===== src/rtl/idp_pkg.sv =====
// Shared constants and types for the IDP link transmit scheduler.
// Word width follows `IBLEN11 when the encoder headers define it.
`ifndef IBLEN11
`define IBLEN11 14
`endif

package idp_pkg;

  localparam int unsigned IDP_DW       = `IBLEN11;
  localparam int unsigned IDP_CODE_MAX = 10000;

  typedef enum logic [0:0] {
    RUN  = 1'b0,
    SYNC = 1'b1
  } sched_state_t;

  typedef logic [IDP_DW-1:0] idp_word_t;

endpackage


===== src/rtl/idp_link_tx_sched_if.sv =====
// Requester handshake and encoder-side bus of the IDP link transmit scheduler.
// slave = scheduler view, master = requester/encoder-side view.
interface idp_link_tx_sched_if import idp_pkg::*; #(
  parameter int unsigned NREQ = 4,
  parameter int unsigned DW   = IDP_DW
) ();

  localparam int unsigned SW = $clog2(NREQ);

  logic [NREQ-1:0]    req_valid;
  logic [NREQ*DW-1:0] req_data;
  logic [NREQ-1:0]    req_ready;
  logic               link_stall;
  logic [DW-1:0]      enc_data;
  logic               enc_load;
  logic [SW-1:0]      enc_src;
  logic               enc_sync;
  logic               err_range;
  logic [SW-1:0]      err_src;

  modport master (
    output req_valid, req_data, link_stall,
    input  req_ready, enc_data, enc_load, enc_src, enc_sync, err_range, err_src
  );

  modport slave (
    input  req_valid, req_data, link_stall,
    output req_ready, enc_data, enc_load, enc_src, enc_sync, err_range, err_src
  );

endinterface


===== src/rtl/idp_rr_arb.sv =====
// Combinational round-robin picker: first set request at or after ptr, wrapping
// from NREQ-1 to 0. Produces one-hot grant, its index and an any-request flag.
module idp_rr_arb #(
  parameter int unsigned NREQ = 4,
  parameter int unsigned PW   = $clog2(NREQ)
) (
  input  logic [NREQ-1:0] req,
  input  logic [PW-1:0]   ptr,
  output logic [NREQ-1:0] gnt,
  output logic [PW-1:0]   idx,
  output logic            any
);

  int unsigned k;

  always_comb begin
    k   = 0;
    idx = '0;
    any = 1'b0;
    for (int unsigned i = 0; i < NREQ; i++) begin
      k = (32'(ptr) + i) % NREQ;
      if (!any && req[k]) begin
        any = 1'b1;
        idx = PW'(k);
      end
    end
  end

  always_comb begin
    gnt = '0;
    if (any) gnt[idx] = 1'b1;
  end

endmodule


===== src/rtl/idp_link_tx_sched.sv =====
// Round-robin scheduler feeding one IDP_encoder_11 from NREQ requesters, with range
// check and optional periodic sync word insertion (enabled by `IDP_SYNC_INSERT_EN).
module idp_link_tx_sched import idp_pkg::*; #(
  parameter int unsigned NREQ        = 4,
  parameter int unsigned DW          = IDP_DW,
  parameter int unsigned CODE_MAX    = IDP_CODE_MAX,
  parameter int unsigned SYNC_PERIOD = 64,
  parameter int unsigned SYNC_WORD   = 0
) (
  input  logic              clock,
  input  logic              rst_n,
  idp_link_tx_sched_if.slave bus
);

  localparam int unsigned SW = $clog2(NREQ);
  localparam logic [DW:0] CodeLimit = (DW+1)'(CODE_MAX);

  if (NREQ < 2 || NREQ > 8) begin : g_bad_nreq
    $error("NREQ must be in 2..8");
  end
  if (SYNC_PERIOD == 0 || SYNC_WORD >= CODE_MAX) begin : g_bad_sync
    $error("SYNC_PERIOD must be nonzero and SYNC_WORD below CODE_MAX");
  end

  logic [SW-1:0]   ptr_q, ptr_d;
  logic [NREQ-1:0] arb_req, gnt;
  logic [SW-1:0]   gnt_idx;
  logic            gnt_any;
  logic            run, can_grant, hs, word_ok, fwd, sync_emit;
  logic [DW-1:0]   word;

  logic [DW-1:0]   enc_data_q, enc_data_d;
  logic            enc_load_q, enc_load_d;
  logic [SW-1:0]   enc_src_q, enc_src_d;
  logic            err_range_q, err_range_d;
  logic [SW-1:0]   err_src_q, err_src_d;

  // Held in reset, nothing may be granted even though the pointer reads 0.
  assign can_grant = rst_n & ~bus.link_stall & run;
  assign arb_req   = can_grant ? bus.req_valid : '0;

  idp_rr_arb #(
    .NREQ(NREQ),
    .PW  (SW)
  ) u_arb (
    .req(arb_req),
    .ptr(ptr_q),
    .gnt(gnt),
    .idx(gnt_idx),
    .any(gnt_any)
  );

  assign bus.req_ready = gnt;
  assign hs            = gnt_any;
  assign word          = bus.req_data[gnt_idx*DW +: DW];
  assign word_ok       = {1'b0, word} < CodeLimit;
  assign fwd           = hs & word_ok;

  always_comb begin
    ptr_d = ptr_q;
    if (hs) ptr_d = (gnt_idx == SW'(NREQ - 1)) ? '0 : gnt_idx + SW'(1);
  end

`ifdef IDP_SYNC_INSERT_EN
  localparam int unsigned CW = $clog2(SYNC_PERIOD + 1);
  localparam logic [0:0] StRun  = RUN;
  localparam logic [0:0] StSync = SYNC;

  logic [0:0]    state_q, state_d;
  logic [CW-1:0] cnt_q, cnt_d;
  logic          enc_sync_q, enc_sync_d;

  // Only forwarded data beats advance the counter; dropped words do not.
  always_comb begin
    state_d   = state_q;
    cnt_d     = cnt_q;
    sync_emit = 1'b0;
    case (state_q)
      StRun: begin
        if (fwd) begin
          cnt_d = cnt_q + CW'(1);
          if (cnt_d == CW'(SYNC_PERIOD)) state_d = StSync;
        end
      end
      StSync: begin
        if (!bus.link_stall) begin
          sync_emit = 1'b1;
          cnt_d     = '0;
          state_d   = StRun;
        end
      end
      default: state_d = StRun;
    endcase
  end

  assign run = (state_q == StRun);

  always_ff @(posedge clock or negedge rst_n) begin
    if (!rst_n) begin
      state_q    <= StRun;
      cnt_q      <= '0;
      enc_sync_q <= 1'b0;
    end else begin
      state_q    <= state_d;
      cnt_q      <= cnt_d;
      enc_sync_q <= enc_sync_d;
    end
  end

  always_comb begin
    enc_sync_d = enc_sync_q;
    if (fwd)       enc_sync_d = 1'b0;
    if (sync_emit) enc_sync_d = 1'b1;
  end

  assign bus.enc_sync = enc_sync_q;
`else
  assign run          = 1'b1;
  assign sync_emit    = 1'b0;
  assign bus.enc_sync = 1'b0;
`endif

  // Data and source hold when nothing is loaded so the TSVs do not toggle.
  always_comb begin
    enc_data_d  = enc_data_q;
    enc_load_d  = 1'b0;
    enc_src_d   = enc_src_q;
    err_range_d = 1'b0;
    err_src_d   = err_src_q;
    if (fwd) begin
      enc_data_d = word;
      enc_load_d = 1'b1;
      enc_src_d  = gnt_idx;
    end
    if (hs && !word_ok) begin
      err_range_d = 1'b1;
      err_src_d   = gnt_idx;
    end
    if (sync_emit) begin
      enc_data_d = DW'(SYNC_WORD);
      enc_load_d = 1'b1;
    end
  end

  always_ff @(posedge clock or negedge rst_n) begin
    if (!rst_n) begin
      ptr_q       <= '0;
      enc_data_q  <= '0;
      enc_load_q  <= 1'b0;
      enc_src_q   <= '0;
      err_range_q <= 1'b0;
      err_src_q   <= '0;
    end else begin
      ptr_q       <= ptr_d;
      enc_data_q  <= enc_data_d;
      enc_load_q  <= enc_load_d;
      enc_src_q   <= enc_src_d;
      err_range_q <= err_range_d;
      err_src_q   <= err_src_d;
    end
  end

  assign bus.enc_data  = enc_data_q;
  assign bus.enc_load  = enc_load_q;
  assign bus.enc_src   = enc_src_q;
  assign bus.err_range = err_range_q;
  assign bus.err_src   = err_src_q;

endmodule


===== src/flat_wrapper.sv =====
// flat-port wrapper written by rule: the top's interface ports become plain ports
module idp_link_tx_sched_flat import idp_pkg::*;
#(
  parameter int unsigned NREQ        = 4,
  parameter int unsigned DW          = IDP_DW,
  parameter int unsigned CODE_MAX    = IDP_CODE_MAX,
  parameter int unsigned SYNC_PERIOD = 64,
  parameter int unsigned SYNC_WORD   = 0
)
  (clock, rst_n, bus_req_valid, bus_req_data, bus_link_stall, bus_req_ready, bus_enc_data, bus_enc_load, bus_enc_src, bus_enc_sync, bus_err_range, bus_err_src);
  idp_link_tx_sched_if #(.NREQ(NREQ), .DW(DW)) bus_i ();
  input  logic clock;
  input  logic rst_n;
  input wire logic [$bits(bus_i.req_valid)-1:0] bus_req_valid;
  input wire logic [$bits(bus_i.req_data)-1:0] bus_req_data;
  input wire logic [$bits(bus_i.link_stall)-1:0] bus_link_stall;
  output wire logic [$bits(bus_i.req_ready)-1:0] bus_req_ready;
  output wire logic [$bits(bus_i.enc_data)-1:0] bus_enc_data;
  output wire logic [$bits(bus_i.enc_load)-1:0] bus_enc_load;
  output wire logic [$bits(bus_i.enc_src)-1:0] bus_enc_src;
  output wire logic [$bits(bus_i.enc_sync)-1:0] bus_enc_sync;
  output wire logic [$bits(bus_i.err_range)-1:0] bus_err_range;
  output wire logic [$bits(bus_i.err_src)-1:0] bus_err_src;
  assign bus_i.req_valid = bus_req_valid;
  assign bus_i.req_data = bus_req_data;
  assign bus_i.link_stall = bus_link_stall;
  assign bus_req_ready = bus_i.req_ready;
  assign bus_enc_data = bus_i.enc_data;
  assign bus_enc_load = bus_i.enc_load;
  assign bus_enc_src = bus_i.enc_src;
  assign bus_enc_sync = bus_i.enc_sync;
  assign bus_err_range = bus_i.err_range;
  assign bus_err_src = bus_i.err_src;
  idp_link_tx_sched #(.NREQ(NREQ), .DW(DW), .CODE_MAX(CODE_MAX), .SYNC_PERIOD(SYNC_PERIOD), .SYNC_WORD(SYNC_WORD)) u_core (.clock(clock), .rst_n(rst_n), .bus(bus_i));
endmodule

===== config.mk =====
export PLATFORM = sky130hd
export DESIGN_NAME = idp_link_tx_sched_flat
export DESIGN_NICKNAME = d
export VERILOG_FILES = /design/src/rtl/idp_pkg.sv /design/src/rtl/idp_link_tx_sched_if.sv /design/src/rtl/idp_rr_arb.sv /design/src/rtl/idp_link_tx_sched.sv /design/src/flat_wrapper.sv
export SDC_FILE = /design/constraint.sdc
export NUM_CORES = 1
export LEC_CHECK = 0
export BUFFER_PORTS_ARGS = -buffer_cell sky130_fd_sc_hd__buf_2
export CORE_UTILIZATION = 50
export CTS_CLUSTER_DIAMETER = 60
export DETAILED_ROUTE_END_ITERATION = 6
export GPL_TIMING_DRIVEN = 0
export PLACE_DENSITY = 0.94
export SETUP_SLACK_MARGIN = 0.5
export SKIP_CTS_REPAIR_TIMING = 1
export SYNTH_ARGS = -nofsm -noshare
export SYNTH_HDL_FRONTEND = slang
export SYNTH_SLANG_ARGS = --single-unit

===== constraint.sdc =====
create_clock -name clock -period 4.2 [get_ports clock]
set_input_delay 0.21 -clock clock [delete_from_list [all_inputs] [get_ports clock]]
set_output_delay 0.21 -clock clock [all_outputs]
set_load 0.02 [all_outputs]

Yosys cells after proc, flatten, opt, wreduce, memory -nomap -nowiden --
Cells that the tools add are included. Widths: inputs -> output; s select.
Word-level totals: input port bits 63, output and inout port bits 25, flip-flop bits (word level) 22, word-level logic and storage cells 55
Operators by class: reductions and logical operators 9, multiplexer cells 23, $mul 1, magnitude comparators 7, bitwise operators 3, add/subtract/negate cells 4, shift operators 1, eq/ne operators 1
Operators with widths (number):
- $shiftx 56x7->14 | 1
- $lt 2x3->1 const B | 5
- $lt 14x14->1 const B | 1
- $mux 1 | 11
- $mux 2 | 5
- $bmux 1 s2 | 4
- $mux 4 | 2
- $logic_and 1x1->1 | 5
- $mul 2x3->5 const B | 1
- $add 2x1->2 const B | 2
- $add 2x2->2 const B | 2
- $logic_not 1->1 | 4
- $and 1x1->1 | 2
- $demux 1 s2 | 1
- $eq 2x2->1 const B | 1
- $ge 2x1->1 const B | 1
- $not 1->1 | 1

Longest topological paths before layout --
word-level depth 21, gate-level depth with buffers 9, mapped depth without buffers 7

Hierarchy --
Synthesis repeated with hierarchy kept, for this count alone.
Second synthesis, totals: cell total of the unflattened synthesis 131, area, all modules 1572.8 µm²
By module, submodules not included:
- idp_link_tx_sched | cells each 99, area each 1390.1 µm², times used 1, seq. area each 550.5 µm²
- idp_rr_arb | cells each 32, area each 182.7 µm², times used 1, seq. area each 0.0 µm²

Worst setup path before layout --
OpenSTA, ideal clock, no wires.
path kind reg-to-reg, from register u_core.ptr_q[1], to register u_core.enc_data_q[10], in the netlist u_core.bus.enc_data[10], buffers on the path 2, data required time 4075 ps, setup slack 2107 ps, cell stages (with the launch flop) 10, arrival time 1968 ps, clock period less this slack 2093 ps, cells stage by stage dfrtp_1 -> nand2b_1 -> a21o_1 -> a21oi_2 -> buf_4 -> inv_4 -> mux2i_4 -> o22ai_4 -> buf_6 -> mux2_4
Between the ends: cells in the longest elaborated chain, start to end 16, elaborated cells between the ends (all ways) 29, those cells by class 3 x add/sub; 1 x mul; 1 x order compare; 1 x shift; 16 x mux; 1 x bitwise; 6 x reduce/logical
RTL lines:
- start: declaration | RTL line idp_link_tx_sched.sv:25 | logic [SW-1:0] ptr_q, ptr_d;
- start signal: assignment | RTL line idp_link_tx_sched.sv:154 | ptr_q <= ptr_d;
- branches (longest 16 deep; another with $mul 2x3->5)
- end signal: assignment | RTL line idp_link_tx_sched.sv:155 | enc_data_q <= enc_data_d;
- end: declaration | RTL line idp_link_tx_sched.sv:32 | logic [DW-1:0] enc_data_q, enc_data_d;
Parallel ways; which one is timed is not known. The select of a mux whose other input is x is not followed. A chain may end at the register's enable or synchronous reset.

Worst setup path in the final report --
from input rst_n, to output bus_req_ready[1]
Between the ends: cells in the longest elaborated chain, start to end 19, elaborated cells between the ends (all ways) 30, those cells by class 2 x order compare; 20 x mux; 1 x bitwise; 7 x reduce/logical
RTL lines:
- start: declaration | RTL line flat_wrapper.sv:13 | input logic rst_n;
- $and 1x1->1 (*) | RTL line idp_link_tx_sched.sv:39 | assign can_grant = rst_n & ~bus.link_stall & run;
- $mux 4 (*) | RTL line idp_link_tx_sched.sv:40 | assign arb_req = can_grant ? bus.req_valid : '0;
- $bmux 1 s2 | RTL line idp_rr_arb.sv:22 | if (!any && req[k]) begin
- $mux 1 (implied by the code) | RTL line idp_rr_arb.sv:22
- $mux 1 | RTL line idp_rr_arb.sv:22
- $logic_not 1->1 | RTL line idp_rr_arb.sv:22
- $logic_and 1x1->1 | RTL line idp_rr_arb.sv:22
- $mux 1 | RTL line idp_rr_arb.sv:22
- [4 not listed]
- $logic_and 1x1->1 | RTL line idp_rr_arb.sv:22
- $mux 2 (*) | RTL line idp_rr_arb.sv:22
- named net u_core.gnt_idx[0] | RTL line idp_link_tx_sched.sv:27 | logic [SW-1:0] gnt_idx;
- $lt 2x3->1 (implied by the code) or $ge 2x1->1 (tied branches) | RTL line idp_rr_arb.sv:31 | if (any) gnt[idx] = 1'b1;
- $logic_and 1x1->1 (implied by the code) | RTL line idp_rr_arb.sv:31
- $mux 1 (implied by the code) | RTL line idp_rr_arb.sv:31
- $demux 1 s2 (*) | RTL line idp_rr_arb.sv:31
- $mux 4 (*) | RTL line idp_rr_arb.sv:31
- end: declaration | RTL line flat_wrapper.sv:17 | output wire logic [$bits(bus_i.req_ready)-1:0] bus_req_ready;
Mark *: on every way through the listed nets, which the timed path passes. The rest lies on a longest branch. The select of a mux whose other input is x is not followed.

==> results by group <==
Final layout
  – Final core utilization: 0.682
  – Ant. Diodes: 0
  – Area grow syn2layout: 29.1%
  – Share of layout cells above drive strength 1: 0.434
  – Fin nets: 334
  – Non-Filler Instances: 311
  – Fin area: 2310 um2

STA
  – Fin crit share: 0.725
  – RSZ-0062 raised after global routing: no
  – Setup violators final: 0
  – Final hold vios: 0
  – Crit path time final: 3.05 ns
  – Worst rel slew slack: 0.589
  – Final WS setup: 1.15 ns
  – Setup tns final: 0 ns
  – Pins Over Slew Limit: 0
  – Slew @ Worst Pin: 0.608 ns
  – Clock skew: 0.0161 ns
  – WHS: 0.285 ns
  – Maximum clock frequency: 328 MHz

Routing
  – Vias per cell: 5.57
  – WL per Instance: 15.9 um
  – First DRT Iteration DRCs: 111
  – ANT nets after route: 0
  – DRC errors left: 0
  – DR vias: 1731
  – Total iterations of the first detailed-routing run: 4
  – Routed WL: 4940 um

Floorplanning
  – FP Rows: 21
  – Die Y: 61.9 um
  – Initial Util: 0.529
  – Chip Width: 61.9 um
  – Die ar.: 3830 um2
  – Boundary Pins: 88
  – Core Box Area: 3390 um2

Power and ir drop
  – Psw: 0.308 mW
  – Total power: 0.779 mW
  – Comb power frac: 0.478
  – Sw Share: 0.396
  – Seq pwr share: 0.395
  – Pint: 0.471 mW
  – Leakage: 1.09 nW
  – Peak supply drop: 0.259 mV
  – Clock power share: 0.127
  – Pwr Density: 337 nW/um2

Clocking
  – CTS tree: yes
  – Num Clock Sinks: 22
  – CTS Buffer Depth: 2
  – H-tree depth: 1
  – Clk slew on worst S/H paths: 0.11 ns
  – Worst skew pair latency: 0.31 ns
  – CTS Root Cell: clkbuf_4
  – Num CTS Buffers: 3

Synth
  – Post-Syn Area: 1790 um2
  – Main flop type after synthesis: dfrtp_1
  – Mapped Avg Cell Area: 10.2 um2
  – Syn. warnings: 0
  – Sequential area share after synthesis: 0.307
  – Yosys cell types: 46
  – EDFF count, synth: 0
  – Post-synthesis async set-or-reset flop share: 1.00
  – Synth Register Bits: 22
  – Top cell type's share of synthesized area: 0.307
  – Synth area leader: dfrtp_1
  – Synthesized netlist cell count: 175
  – Synth cell count leaders: mux2i_1 (37), dfrtp_1 (22), nand2_1 (12), o21ai_0 (9), mux2_4 (7)
  – Syn Nets: 242
  – Most frequent cell after synthesis: mux2i_1
  – Ranking of synthesized cells by area: dfrtp_1 (31%), mux2i_1 (21%), mux2_4 (5.9%)

Worst setup path
  – WS Path Type: in2out
  – Setup crit start kind: primary input
  – Crit Path Max Fanout: 23
  – Req. time, crit path: 3.99 ns
  – Crit. End Element: primary output
  – Arrival time worst endpoint: 2.84 ns

Placement
  – Port Buffers: 86
  – RD Place Congestion: 0.845
  – Dpl hpwl: 4000 um
  – Placed Cells: 307
  – Placed cell areas: 2280 um2
  – DP Worst Slack: 1.44 ns

Global routing
  – Initial antenna violation count: 0
  – First-pass GRT wire length: 7450 um
  – Global route total overflow: 0
  – Total track usage: 0.275
  – Largest net degree at the start of global routing: 24
  – Vias in the first global route: 1629

Worst hold path
  – HP Class: in2reg

Run
  – MaxCap Viol Count: 0

Outcome
  – Status: completed
## cells in the final DEF (no fill, tap or decap), drive strengths merged, types with 3 or more instances in the layout
master  synthesis  final
inv             8      8
mux2           15     15
o311ai          3      3
dfrtp          22     22
nand3           4      4
ha              4      4
and2            5      5
clkbuf          0      3
a21oi           5      5
a21o            3      3
nand2          12     12
a211oi          3      3
o21ai          10     10
mux2i          38     38
buf             8     94
nor2            5      5
## final cells by class
cell class | instances | area, um2
fillers | 261 | 1080
flip-flops and latches | 22 | 551
multi-input cells | 137 | 1150
repair buffers | 87 | 440
plain buffers | 8 | 53.8
inverters | 8 | 32.5
well taps | 46 | 57.6
clock buffers | 3 | 22.5
## layer usage
| layer | routed length (um) | share of wire | global-route usage |
|---|---|---|---|
| met1 | 2150 | 0.43 | 0.350 |
| met2 | 2390 | 0.48 | 0.456 |
| met3 | 327 | 0.066 | 0.0580 |
| met4 | 80 | 0.016 | 0.108 |
| met5 | 0 | 0 | 0 |
## flip-flops by register name (all words and copies together), names as in the netlist
name                  cells
u_core.bus.enc_load       1
u_core.bus.err_src        2
u_core.bus.enc_data      14
u_core.bus.enc_src        2
u_core.bus.err_range      1
u_core.ptr_q              2
## path summary, 6_finish.rpt
check / from / to / slack [ns] / cells after the start
worst max-delay path: rst_n / bus_req_ready[1] / 1.15 / 10
worst min-delay path: bus_link_stall / u_core.ptr_q[0] / 0.28 / 4
worst max register to register: u_core.ptr_q[1] / u_core.bus.enc_data[12] / 1.82 / 9
worst min register to register: u_core.bus.enc_data[2] / u_core.bus.enc_data[2] / 0.50 / 1
max in group asynchronous: rst_n / u_core.ptr_q[1] / 3.44 / 2
min in group asynchronous: rst_n / u_core.bus.enc_data[2] / 0.40 / 2
## power by group through the flow
stage	logic [mW]	clock network (mW)	registers [mW]
final	0.372	0.0988	0.308
after global routing	0.400	0.104	0.315
after CTS	0.372	0.0974	0.307
after detailed placement	0.370	0	0.312
after global placement	0.361	0	0.307
after floorplan	0.161	0	0.382
## kinds of logic after synthesis
group           after synthesis  synth area share
flops                        22             0.307
buf+inv                      16            0.0482
compound gates               45             0.193
mux                          53             0.328
simple gates                 34            0.0936
fa+ha+maj                     4            0.0279
other cells                   1           0.00209
## worst max-delay path: stages
cell and delay, ns:
dlygate4sd3_1 0.53, buf_2 0.44, nor2b_1 0.31, o21ai_0 0.13, a211oi_1 0.18, buf_4 0.24
buf_2 0.33, ha_1 0.20, and2_1 0.10, buf_2 0.15
Note: power is estimated with default switching activity, not from simulation.
